`config.mk`:
```
export PLATFORM = sky130hd
export DESIGN_NAME = main_register
export DESIGN_NICKNAME = d
export VERILOG_FILES = /design/src/rtl/main_register_pkg.sv /design/src/rtl/main_register.sv
export SDC_FILE = /design/constraint.sdc
export NUM_CORES = 1
export LEC_CHECK = 0
export CAP_MARGIN = 40
export CORE_ASPECT_RATIO = 0.75
export CORE_MARGIN = 5
export CORE_UTILIZATION = 53
export CTS_BUF_LIST = sky130_fd_sc_hd__clkbuf_8
export DETAILED_ROUTE_END_ITERATION = 6
export MAX_ROUTING_LAYER = met4
export PLACE_DENSITY = 0.81
export SLEW_MARGIN = 10
export SYNTH_ARGS = -nofsm -noshare
export SYNTH_HDL_FRONTEND = slang
export SYNTH_SLANG_ARGS = --single-unit
```
`constraint.sdc`:
```
create_clock -name clk -period 1.56 [get_ports clk]
set_input_delay 0.39 -clock clk [delete_from_list [all_inputs] [get_ports clk]]
set_output_delay 0.39 -clock clk [all_outputs]
set_load 0.01 [all_outputs]
```
`src/rtl/main_register_pkg.sv`:
```
// ============================================================================
//  Module      : main_register_pkg
//  Description : Shared default widths and the register-word type used by
//                main_register and its users.
//  Revision    : 1.0 - initial release
// ============================================================================
`default_nettype none

package main_register_pkg;

    localparam int c_DEFAULT_DATA_W = 8;
    localparam int c_DEFAULT_ADDR_W = 2;

    typedef logic [c_DEFAULT_DATA_W-1:0] word_t;

endpackage : main_register_pkg

`default_nettype wire

```
`src/rtl/main_register.sv`:
```
// ============================================================================
//  Module      : main_register
//  Description : 2**ADDR_W x DATA_W register file, one write port sharing the
//                port-A address, two combinational read ports, async reset.
//  Revision    : 1.0 - initial release
// ============================================================================
`default_nettype none

module main_register
    import main_register_pkg::*;
#(
    parameter int DATA_W = c_DEFAULT_DATA_W,
    parameter int ADDR_W = c_DEFAULT_ADDR_W
) (
    input  logic              clk,
    input  logic              reset,
    input  logic [ADDR_W-1:0] raAddress,
    input  logic [ADDR_W-1:0] rbAddress,
    output logic [DATA_W-1:0] regA,
    output logic [DATA_W-1:0] regB,
    input  logic              regWrite,
    input  logic [DATA_W-1:0] dataIn
);

    localparam int c_NUM_REGS = 2 ** ADDR_W;

    logic [DATA_W-1:0] r_regFile [c_NUM_REGS];

    // Reset wins over a coincident write; register 0 is an ordinary register.
    always_ff @(posedge clk or posedge reset) begin
        if (reset) begin
            for (int i = 0; i < c_NUM_REGS; i++) begin
                r_regFile[i] <= '0;
            end
        end else if (regWrite) begin
            r_regFile[raAddress] <= dataIn;
        end
    end

    // Reads come only from stored contents, so a write is visible after the edge.
    assign regA = r_regFile[raAddress];
    assign regB = r_regFile[rbAddress];

endmodule : main_register

`default_nettype wire

```
# Word-level counts from Yosys, hierarchy flattened

Cells that the tools add are included.

Output and inout port bits: 16
Word-level logic and storage cells: 19
Bits in registers: 32
Input bits: 15

Muxes and demuxes: 9
Order comparisons: 3
Bitwise logic cells: 2
Reductions and logical operators: 1

Operator list:

| cell                 | number |
|---|---|
| $mux W8              | 5 |
| $bmux W8 S2          | 2 |
| $bwmux W32           | 1 |
| $demux W8 S2         | 1 |
| $ge A3 B3 Y1 const B | 2 |
| $not A2 Y3           | 2 |
| $lt A3 B1 Y1 const B | 1 |
| $logic_and A1 B1 Y1  | 1 |

# Depth between registers and ports, before layout

Depth after elaboration: 6
Gate-level depth with buffers: 3
Mapped depth without buffers: 2

# Least setup slack after synthesis

Ideal clock, no wire load.

Path kind: in2out
From: in rbAddress[0]
To: out regB[0]
Arrival: 1.178 ns
Required time: 1.170 ns
Path buffers: 1
Path slack: -0.008 ns
Stages on the path: 2
Cell sequence: buf_2 mux4_2

Word-level cells in the longest chain between the ends: 4

Ends and longest elaborated chain:

| what                                        | line                | source |
|---|---|---|
| start: declaration                          | main_register.sv:18 | `input logic [ADDR_W-1:0] rbAddress,` |
| $not A2 Y3 (implied by the code)            | main_register.sv:42 | `assign regB = r_regFile[rbAddress];` |
| $bmux W8 S2                                 | main_register.sv:42 |  |
| $mux W8 (implied by the code) (2 in series) | main_register.sv:42 |  |
| end: declaration                            | main_register.sv:20 | `output logic [DATA_W-1:0] regB,` |

Every way passes these cells. The select of a mux whose other input is x is not followed.

# Worst setup path after layout

From: reg r_regFile[11] in the netlist's numbering
To: out regB[3]

Word-level cells in the longest chain between the ends: 3

Ends and longest elaborated chain:

| what                                        | line                | source |
|---|---|---|
| start: declaration                          | main_register.sv:27 | `logic [DATA_W-1:0] r_regFile [c_NUM_REGS];` |
| start signal: indexed assignment            | main_register.sv:36 | `r_regFile[raAddress] <= dataIn;` |
| $bmux W8 S2                                 | main_register.sv:42 |  |
| $mux W8 (implied by the code) (2 in series) | main_register.sv:42 |  |

Every way passes these cells. The select of a mux whose other input is x is not followed.

==> summary.md <==
For the number of antenna violations at the first check in global routing, the log shows 0. Before antenna repair, the detailed router went through 4 iterations. For the achievable clock frequency, the log shows 0.593 GHz. By area, the combinational part of the netlist is dominated by multiplexers. Setup violations remaining at the end of the flow were counted as 16. The total negative setup slack is -1.85 ns, and the number of max-cap violations is 0. In this run, post-CTS hold repair placed 0 buffers. The startpoint type of the worst setup path was a register. In the final layout, the registers with the most flip-flops are r_regFile: 32 flops. The run gives -0.128 ns as the worst path setup slack after routing. The mux share of post-synthesis cell area is 45.2%, and the number of sinks driven by the clock tree is 32.

In this run the mean area of a mapped cell was 18.1 um2. The via count was 998; the share of Yosys cell area claimed by the top area cell type was 49.7%. The die is 57.8 um tall.

In this run the core area contains 17 standard-cell rows. The min-delay analysis places its worst path in the category in2async. In the final layout, the multi-input gates occupy 772 um2. In this run the worst path has a maximum fanout of 3.

After clock tree synthesis, the clock-pin slew on the worst setup and hold paths is 0.06 ns. The worst setup path is captured at an output port. The synthesized netlist devotes 0% of its cell area to XOR and XNOR gates. For the total detailed-routing wirelength, the log shows 3300 um.

The final reports fail on setup timing. Clock tree synthesis selected as its root buffer the cell clkbuf_8. In the final design database the tool counted 150 nets. The sequential area share after synthesis is 49.7%.

The congestion estimate from routability-driven global placement came to 0.723. After Yosys synthesis, and, or, nand and nor cells account for 3.18% of the synthesized area. Synthesis produced a netlist with a net count of 104.

The post-placement cell area was 2070 um2. After synthesis the cells add up to 1610 um2. The number of global-route vias before repair was 1,146; the remaining global-route overflow was 0. Synthesis inferred 32 register bits.

The register with the most flip-flops in the final layout is r_regFile. The Yosys step of the flow raised 0 warnings. The shortest clock period the worst path allows after layout came out at 1.69 ns.

31 I/O pins were placed. The DRC violation count after routing was 0. Critical path class: reg2out.

Dividing the detail-routed via count by the number of cells gives 5.74. Dividing the detail-routed wire length by the instance count gives 18.9 um. The count of unique library cells instantiated by Yosys is 12. The worst register-to-register path has a setup slack of 0.77 ns. The tools report the core area as 2940 um2.

The analysis attributes to cell leakage a power of 0.923 nW. The worst-case IR drop observed on VDD is 0.757 mV. The H-tree was split into 2 levels. The max-slew violation count is 0, and the adder-cell share of the synthesized area is 0%. The HPWL after detailed placement is 2470 um.

The count of nets left with antenna violations once routing finished came out at 0. Entering global routing, the biggest net connects 33 pins. The run finished, with violations left. Input and output buffers added on the ports amount to 30. The run gives 801 um2 as the storage element area. The layout has 175 filler cells. Summing the areas of all compound-gate instances in the mapped netlist gives 0% of the synthesized area.

For this design the ratio of total power to cell area is 1140 nW/um2. The number of clock buffers added by TritonCTS is 5. The largest area contributor in the netlist was dfrtp_1.

After routing the design area is 2150 um2. Setup repair after global routing could not meet its margin everywhere. Across the routed clock network, the largest skew measured is 0 ns.

The die is 73.7 um wide. Cells with a size suffix above 1 make up 65.4% of the layout. For the worst setup path, the data required time is 1.17 ns. At the worst endpoint, the arrival time is 1.30 ns. In the layout the commonest cells are 32 x mux2_2, 32 x dfrtp_1, 16 x mux4_2, 16 x buf_6, 10 x clkdlybuf4s50_1. The register with the most flip-flops in the layout has 32 of them. Cells fill 73.1% of the core in the end. Clock latency on the worst-skew pair, taken at its later pin, is 0.27 ns. By area the synthesized netlist is led by dfrtp_1 50%, mux2_2 22%, mux4_2 20%, mux4_1 3.3%, nand3b_2 1.4%.

Headroom to the max-slew limit came out at 81.0%. For the full die area, the log shows 4250 um2. TritonCTS built the clock tree.

The first global-routing pass estimated 5560 um of wire. Once the floorplan was initialized, standard cells occupied 54.9% of the core. After layout, the worst path uses 108% of the clock period. For the pin with the worst max-slew slack, the measured transition is 0.283 ns. The number of endpoints with negative hold slack in the final report is 0. The layout overhead on the synthesized area came out at 33.2%.

Across every metal layer, demand over resource in global routing totals 18.2%. The first routing iteration left 42 violations. The synthesized netlist cell count was 89. The clock passes through at most 2 buffers. For the number of inserted diodes, the log shows 0.
synthesized netlist by cell type:
cell type	number
dfrtp_1	32
mux2_2	32
nand3b_2	2
inv_1	1
nand3_2	1
buf_4	1
mux4_1	2
nor3b_4	1
buf_6	1
mux4_2	14
buf_1	1
buf_2	1
timing repair:
item                       CTS  global route
setup endpoints to repair   48            16
setup buffers                0             0
resized for setup           86             6
hold endpoints to repair     0             0
cell families (layout without fill, tap and decap cells):
| group | count (synthesis) | after routing |
|---|---|---|
| flip-flops | 32 | 32 |
| buffers and inverters | 5 | 52 |
| multiplexers | 48 | 48 |
| AND/OR/NAND/NOR | 4 | 4 |
layout make-up:
| type | count | share of cell area (%) |
|---|---|---|
| inverter | 1 | 0.175 |
| timing repair buffer | 43 | 20.2 |
| clock inverter | 2 | 0.350 |
| multi-input combinational | 52 | 36.0 |
| tap | 38 | 2.21 |
| sequential | 32 | 37.3 |
| clock buffer | 6 | 3.85 |
critical path, cell delays in order, from the launching register on:
cell     delay [ns]
dfrtp_1        0.40
mux4_2         0.49
buf_6          0.14
power breakdown:
group	internal [mW]	switching, mW	leakage [nW]	total [mW]
logic	0.483	0.250	0.491	0.733
clock network	0.346	0.269	0.0538	0.614
registers	0.990	0.119	0.379	1.11
total	1.82	0.637	0.923	2.46
final timing paths:
path,end,startpoint,depth (start not counted)
max in group asynchronous,r_regFile[8]$_DFFE_PP0P_,reset,3
max reg2reg,r_regFile[12]$_DFFE_PP0P_,r_regFile[12]$_DFFE_PP0P_,1
min,r_regFile[26]$_DFFE_PP0P_,reset,3
min reg2reg,r_regFile[8]$_DFFE_PP0P_,r_regFile[8]$_DFFE_PP0P_,1
max,regB[3],r_regFile[11]$_DFFE_PP0P_,2
min in group clk,r_regFile[8]$_DFFE_PP0P_,r_regFile[8]$_DFFE_PP0P_,1
routing by layer:
layer	part of all wire (%)	global-route usage (%)	vias up
li1	-	-	449
met1	40	21.4	527
met2	55	30.2	18
met3	4.4	5.20	4
met4	0.85	5.94	0
met5	0	-	-
per-stage QoR:
step	power (mW)	hold WS [ns]	worst slack, ns	instances
after CTS	2.43	0.474	-0.138	174
after global placement	1.81	0.501	-0.910	166
after global routing	2.58	0.483	-0.171	174
after floorplan	1.49	0.488	0.0304	89
after detailed placement	1.85	0.513	-0.907	166
final	2.46	0.463	-0.128	174
Note: power is estimated with default switching activity, not from simulation.
